[config.mk]
export PLATFORM = sky130hd
export DESIGN_NAME = fetch_unit_flat
export DESIGN_NICKNAME = d
export VERILOG_FILES = /design/src/rtl/fetch_pkg.sv /design/src/rtl/fetch_if.sv /design/src/rtl/fetch_fifo.sv /design/src/rtl/fetch_unit.sv /design/src/flat_wrapper.sv
export SDC_FILE = /design/constraint.sdc
export NUM_CORES = 1
export LEC_CHECK = 0
export CAP_MARGIN = 0
export CORE_UTILIZATION = 51
export CTS_CLUSTER_DIAMETER = 150
export DETAILED_ROUTE_END_ITERATION = 7
export PLACE_DENSITY = 0.78
export SKIP_CTS_REPAIR_TIMING = 1
export SYNTH_ARGS = -nofsm -noshare
export SYNTH_HDL_FRONTEND = slang
export SYNTH_SLANG_ARGS = --single-unit
[constraint.sdc]
create_clock -name clk -period 3.8 [get_ports clk]
set_input_delay 0.57 -clock clk [delete_from_list [all_inputs] [get_ports clk]]
set_output_delay 0.57 -clock clk [all_outputs]
set_load 0.05 [all_outputs]
[src/rtl/fetch_pkg.sv]
// fetch_pkg: shared state encoding and constants for the instruction fetch front end
package fetch_pkg;
  localparam logic [1:0] ST_BOOT = 2'd0;
  localparam logic [1:0] ST_RUN = 2'd1;
  localparam logic [1:0] ST_FLUSH = 2'd2;
  localparam logic [31:0] NOP = 32'h0000_0013;
  localparam logic [31:0] DEFAULT_RESET_PC = 32'h0;
endpackage

[src/rtl/fetch_if.sv]
// fetch_if: imem request/response, redirect and decode-side handshake bundle of the fetch unit
interface fetch_if #(parameter int XLEN = 32);
  logic imem_req_valid;
  logic imem_req_ready;
  logic [XLEN-1:0] imem_req_addr;
  logic imem_rsp_valid;
  logic [XLEN-1:0] imem_rsp_data;
  logic redirect_valid;
  logic [XLEN-1:0] redirect_pc;
  logic instr_valid;
  logic instr_ready;
  logic [XLEN-1:0] instr;
  logic [XLEN-1:0] instr_pc;
  modport master(
    output imem_req_valid, imem_req_addr, instr_valid, instr, instr_pc,
    input imem_req_ready, imem_rsp_valid, imem_rsp_data, redirect_valid, redirect_pc, instr_ready
  );
  modport slave(
    input imem_req_valid, imem_req_addr, instr_valid, instr, instr_pc,
    output imem_req_ready, imem_rsp_valid, imem_rsp_data, redirect_valid, redirect_pc, instr_ready
  );
endinterface

[src/rtl/fetch_fifo.sv]
// fetch_fifo: instruction buffer with registered head that holds its last value while empty
module fetch_fifo #(
  parameter int XLEN = 32,
  parameter int DEPTH = 4
) (
  input logic clk,
  input logic rst,
  input logic flush,
  input logic push,
  input logic pop,
  input logic [XLEN-1:0] push_instr,
  input logic [XLEN-1:0] push_pc,
  output logic [$clog2(DEPTH):0] count,
  output logic [XLEN-1:0] head_instr,
  output logic [XLEN-1:0] head_pc
);
  localparam int PW = $clog2(DEPTH);
  localparam int CW = PW + 1;
  logic [XLEN-1:0] mem_instr [DEPTH];
  logic [XLEN-1:0] mem_pc [DEPTH];
  logic [PW-1:0] rd_ptr, wr_ptr;
  logic do_pop, do_push;
  logic [CW-1:0] kept;
  assign do_pop = pop && count != '0;
  assign do_push = push && (count != CW'(DEPTH) || do_pop);
  assign kept = count - CW'(do_pop);
  always_ff @(posedge clk)
    if (!flush && do_push) begin
      mem_instr[wr_ptr] <= push_instr;
      mem_pc[wr_ptr] <= push_pc;
    end
  always_ff @(posedge clk) begin
    if (rst) begin
      rd_ptr <= '0;
      wr_ptr <= '0;
      count <= '0;
      head_instr <= '0;
      head_pc <= '0;
    end else if (flush) begin
      rd_ptr <= wr_ptr;
      count <= '0;
    end else begin
      if (do_push) wr_ptr <= wr_ptr + 1'b1;
      if (do_pop) rd_ptr <= rd_ptr + 1'b1;
      count <= kept + CW'(do_push);
      if (kept != '0) begin
        head_instr <= mem_instr[rd_ptr + PW'(do_pop)];
        head_pc <= mem_pc[rd_ptr + PW'(do_pop)];
      end else if (do_push) begin
        head_instr <= push_instr;
        head_pc <= push_pc;
      end
    end
  end
endmodule

[src/rtl/fetch_unit.sv]
// fetch_unit: PC generation, credit-limited imem requests, redirect flush; FETCH_PERF_EN adds perf counters
module fetch_unit
  import fetch_pkg::*;
#(
  parameter int XLEN = 32,
  parameter logic [XLEN-1:0] RESET_PC = XLEN'(DEFAULT_RESET_PC),
  parameter int FIFO_DEPTH = 4
) (
  input logic clk,
  input logic rst,
  fetch_if.master bus
`ifdef FETCH_PERF_EN
  ,
  output logic [31:0] perf_fetched,
  output logic [31:0] perf_stall
`endif
);
  localparam int CW = $clog2(FIFO_DEPTH) + 1;
  localparam int SW = CW + 1;
  logic [1:0] state;
  logic [XLEN-1:0] pc, rsp_pc;
  logic [CW-1:0] inflight, drop_cnt, drop_nxt, fifo_count, remain;
  logic rsp_ret, req_fire, push, pop;
  assign rsp_ret = bus.imem_rsp_valid && inflight != '0;
  assign remain = inflight - CW'(rsp_ret);
  assign drop_nxt = drop_cnt - CW'(state == ST_FLUSH && rsp_ret);
  assign bus.imem_req_valid = state == ST_RUN && !bus.redirect_valid &&
                              SW'(fifo_count) + SW'(inflight) < SW'(FIFO_DEPTH);
  assign bus.imem_req_addr = pc;
  assign req_fire = bus.imem_req_valid && bus.imem_req_ready;
  assign rsp_pc = pc - (XLEN'(inflight) << 2);
  assign push = state == ST_RUN && rsp_ret && !bus.redirect_valid;
  assign pop = bus.instr_valid && bus.instr_ready;
  assign bus.instr_valid = fifo_count != '0;
  always_ff @(posedge clk) begin
    if (rst) begin
      state <= ST_BOOT;
      pc <= RESET_PC;
      inflight <= '0;
      drop_cnt <= '0;
    end else if (bus.redirect_valid) begin
      pc <= bus.redirect_pc & ~XLEN'(3);
      inflight <= remain;
      drop_cnt <= remain;
      state <= remain != '0 ? ST_FLUSH : ST_RUN;
    end else begin
      inflight <= remain + CW'(req_fire);
      drop_cnt <= drop_nxt;
      if (req_fire) pc <= pc + XLEN'(4);
      state <= (state == ST_BOOT || (state == ST_FLUSH && drop_nxt == '0)) ? ST_RUN : state;
    end
  end
  fetch_fifo #(.XLEN(XLEN), .DEPTH(FIFO_DEPTH)) u_fifo (
    .clk(clk),
    .rst(rst),
    .flush(bus.redirect_valid),
    .push(push),
    .pop(pop),
    .push_instr(bus.imem_rsp_data),
    .push_pc(rsp_pc),
    .count(fifo_count),
    .head_instr(bus.instr),
    .head_pc(bus.instr_pc)
  );
`ifdef FETCH_PERF_EN
  always_ff @(posedge clk) begin
    if (rst) begin
      perf_fetched <= '0;
      perf_stall <= '0;
    end else begin
      if (push && ~&perf_fetched) perf_fetched <= perf_fetched + 32'd1;
      if (state == ST_RUN && !bus.instr_valid && ~&perf_stall) perf_stall <= perf_stall + 32'd1;
    end
  end
`endif
endmodule

[src/flat_wrapper.sv]
// flat-port wrapper written by rule: the top's interface ports become plain ports
module fetch_unit_flat import fetch_pkg::*;
#(
  parameter int XLEN = 32,
  parameter logic [XLEN-1:0] RESET_PC = XLEN'(DEFAULT_RESET_PC),
  parameter int FIFO_DEPTH = 4
)
  (clk, rst, bus_imem_req_valid, bus_imem_req_addr, bus_instr_valid, bus_instr, bus_instr_pc, bus_imem_req_ready, bus_imem_rsp_valid, bus_imem_rsp_data, bus_redirect_valid, bus_redirect_pc, bus_instr_ready);
  fetch_if #(.XLEN(XLEN)) bus_i ();
  input logic clk;
  input logic rst;
  output wire logic [$bits(bus_i.imem_req_valid)-1:0] bus_imem_req_valid;
  output wire logic [$bits(bus_i.imem_req_addr)-1:0] bus_imem_req_addr;
  output wire logic [$bits(bus_i.instr_valid)-1:0] bus_instr_valid;
  output wire logic [$bits(bus_i.instr)-1:0] bus_instr;
  output wire logic [$bits(bus_i.instr_pc)-1:0] bus_instr_pc;
  input wire logic [$bits(bus_i.imem_req_ready)-1:0] bus_imem_req_ready;
  input wire logic [$bits(bus_i.imem_rsp_valid)-1:0] bus_imem_rsp_valid;
  input wire logic [$bits(bus_i.imem_rsp_data)-1:0] bus_imem_rsp_data;
  input wire logic [$bits(bus_i.redirect_valid)-1:0] bus_redirect_valid;
  input wire logic [$bits(bus_i.redirect_pc)-1:0] bus_redirect_pc;
  input wire logic [$bits(bus_i.instr_ready)-1:0] bus_instr_ready;
  assign bus_imem_req_valid = bus_i.imem_req_valid;
  assign bus_imem_req_addr = bus_i.imem_req_addr;
  assign bus_instr_valid = bus_i.instr_valid;
  assign bus_instr = bus_i.instr;
  assign bus_instr_pc = bus_i.instr_pc;
  assign bus_i.imem_req_ready = bus_imem_req_ready;
  assign bus_i.imem_rsp_valid = bus_imem_rsp_valid;
  assign bus_i.imem_rsp_data = bus_imem_rsp_data;
  assign bus_i.redirect_valid = bus_redirect_valid;
  assign bus_i.redirect_pc = bus_redirect_pc;
  assign bus_i.instr_ready = bus_instr_ready;
  fetch_unit #(.XLEN(XLEN), .RESET_PC(RESET_PC), .FIFO_DEPTH(FIFO_DEPTH)) u_core (.clk(clk), .rst(rst), .bus(bus_i));
endmodule
==> flow_summary_export.csv <==
group,metric,value,unit
logic_synthesis,synth.distinct_cells,63,
logic_synthesis,ys_warn_count,0,
sta,fin_skew,0.0161,ns
final_layout,utilization,63.8,%
worst_setup_path,critPathRequiredTime,4.01,ns
die,io_pins,168,
routing,ant_nets,0,
cts,cts.sinks,355,
cts,clk-insertion-delay-late,0.52,ns
cts,tritoncts,"yes",
outcome,status,"finished, final reports clean",
place,routabilityCongestion,0.862,
sta,slew_viol_final,0,
sta,timing.fmax,336,MHz
final_layout,antenna_cells,0,
global_route,grt.total_usage,24.7,%
sta,max-slew-margin-rel,32.9,%
logic_synthesis,syn_area,15100,um^2
logic_synthesis,avgSynthCellArea,13.1,um^2
routing,drt-total-wl,37200,um
sta,min_period_over_period,78.3,%
cts,cts_made_buffers,37,
final_layout,fin_area,18500,um^2
place,portBuffers,161,
final_layout,area_growth,22.3,%
logic_synthesis,yosysSeqAreaShare,63.5,%
global_route,grt_overflow_total,0,
cts,clk_pin_slew,0.06,ns
worst_hold_path,hp-class,"reg2reg",
cts,clk_path_buf_depth,3,
sta,finalHoldViolCount,0,
sta,fin_hold_ws,0.538,ns
place,dpl.hpwl,22900,um
die,die_y,174,um
worst_setup_path,crit_arrival,3.18,ns
power_and_ir_drop,p_leak,6.20,nW
worst_setup_path,crit_type,"reg2reg",
die,start_util,52.2,%
place,pre_cts_ws,0.427,ns
routing,vias,10500,
global_route,grt_first_pass_wirelength,58400,um
final_layout,fin_nets,1387,
cts,root_buffer,"clkbuf_16",
logic_synthesis,synthCells,1148,
routing,firstDrtPassIters,6,
routing,drt-wirelength-per-cell,21.8,um
logic_synthesis,synthFlopType,"edfxtp_1",
worst_setup_path,startpoint_type,"flop",
power_and_ir_drop,irDropWorstVdd,0.286,mV
die,rows,62,
die,die_area,30300,um^2
global_route,antenna_found_initial,0,
sta,post-route-min-period,2.97,ns
job,cap_violations,0,
place,placed_area,17200,um^2
routing,drc,0,
worst_setup_path,crit_fanout,11,
cts,cts_htree_levels,2,
logic_synthesis,ys_ff_latch,355,
die,core,28900,um^2
power_and_ir_drop,pwr_density_cell,585,nW/um^2
worst_setup_path,endpoint_kind,"flop",
die,die_x,174,um
sta,setup_slack,0.826,ns
sta,rsz0062_at_grt,"no",
routing,viasPerCell,6.15,
logic_synthesis,synth_enable_flop_cells,248,
routing,drt-initial-drc-count,1152,
worst_setup_path,r2r-start,"u_core.inflight[2]",
worst_setup_path,startpoint,"u_core.inflight[2]",
logic_synthesis,ys_async_sr_fraction,0,%
worst_hold_path,hold_start,"u_core.u_fifo.head_pc[9]",
global_route,grt_pass1_vias,10600,
global_route,grt_max_degree,63,
final_layout,drive_above_1_share,13.7,%
sta,tightest_slew,1.01,ns
sta,timing.setup.tns,0,ns
sta,setup_violations,0,
==> where the power goes <==
group | internal (mW) | switching [mW] | total, mW
Clock | 2.19 | 1.47 | 3.65
Combinational | 0.860 | 1.64 | 2.50
Sequential | 4.47 | 0.186 | 4.66
Total | 7.51 | 3.29 | 10.8
==> layout by cell type, fill, tap and decap left out, types with 4 or more instances in the layout <==
master,count
clkbuf_16,37
xnor2_1,22
xor2_1,8
clkdlybuf4s50_1,160
or3_1,7
buf_12,7
nor2_1,45
or4_1,9
nor4_1,16
nand4_1,15
and4_1,8
a22oi_1,4
ha_1,20
clkinv_2,5
a211oi_1,11
a31oi_1,29
buf_4,27
nor3_1,19
nand2_1,82
bufinv_16,4
dfxtp_1,107
and3_1,10
nand3_1,23
clkbuf_1,8
o31a_1,6
or2_2,11
clkbuf_8,5
mux4_2,62
conb_1,4
o21ai_0,83
a21oi_1,111
edfxtp_1,248
inv_1,32
nor2b_1,4
and2_2,4
clkinv_1,4
==> cell type report <==
cell class	count	area, um^2
fillers	2034	10500
flip-flops and latches	355	9590
multi-input cells	673	5070
repair buffers	194	1940
clock buffers	50	1020
well taps	384	480
clock inverters	18	223
inverters	34	128
==> final timing paths <==
path / endpoint / slack [ns] / cells past startpoint
max: u_core.u_fifo.mem_pc[1][17] / 0.83 / 6
min: u_core.u_fifo.head_pc[9] / 0.54 / 2
max reg2reg: u_core.u_fifo.mem_pc[1][17] / 0.83 / 6
min reg2reg: u_core.u_fifo.head_pc[9] / 0.54 / 2
==> state kept, by name, indices dropped and copies added (netlist names) <==
name                      count
u_core.inflight               3
u_core.u_fifo.rd_ptr          2
u_core.u_fifo.count           3
u_core.bus.imem_req_addr     30
u_core.state                  2
u_core.drop_cnt               3
u_core.u_fifo.mem_instr     128
u_core.u_fifo.wr_ptr          2
u_core.u_fifo.head_pc        30
u_core.u_fifo.head_instr     32
u_core.u_fifo.mem_pc        120
==> synth_stat cells (10+ instances only) <==
cell type	number	area (um^2)
inv_1	32	120
nor2_1	46	173
ha_1	21	263
mux4_2	62	1400
and3_1	10	62.6
buf_1	10	37.5
nor4_1	16	100
xnor2_1	22	193
clkbuf_1	70	263
o21ai_0	83	415
a21oi_1	112	561
nand3_1	23	115
edfxtp_1	248	7450
nand4_1	15	93.8
nor3_1	19	95.1
or2_2	11	68.8
a211oi_1	11	82.6
a31oi_1	29	181
nand2_1	82	308
dfxtp_1	107	2140
==> critical path, cell delays in order (launching register included) <==
cell and delay, ns:
dfxtp_1 0.40, inv_1 0.07, ha_1 0.36, a211oi_1 0.34
nand2b_1 0.40, nor4_1 0.83, xnor2_1 0.26
==> metal layers <==
metal  global-route usage, %  part of all wire (%)  vias to the layer above
li1                        -                     -                     4703
met1                    33.7                    41                     5129
met2                    39.9                    47                      604
met3                    4.42                   8.4                       66
met4                    9.21                   2.8                        0
met5                       0                     0                        -
==> through the flow <==
| stage | power [mW] | cells |
|---|---|---|
| floorplan | 6.31 | 1151 |
| global placement | 7.13 | 1640 |
| detailed placement | 7.19 | 1640 |
| CTS | 10.8 | 1708 |
| global route | 11.2 | 1708 |
| finish | 10.8 | 1708 |
==> logic make-up after synthesis <==
group	synth area share, %
multiplexers	9.45
flip-flops	63.5
AO/OA/AOI/OAI	10.9
other	0.0248
adder cells (fa/ha/maj)	1.87
XOR/XNOR	1.91
buffers and inverters	3.30
AND/OR/NAND/NOR	9.06
(Power assumes the default switching activity.)
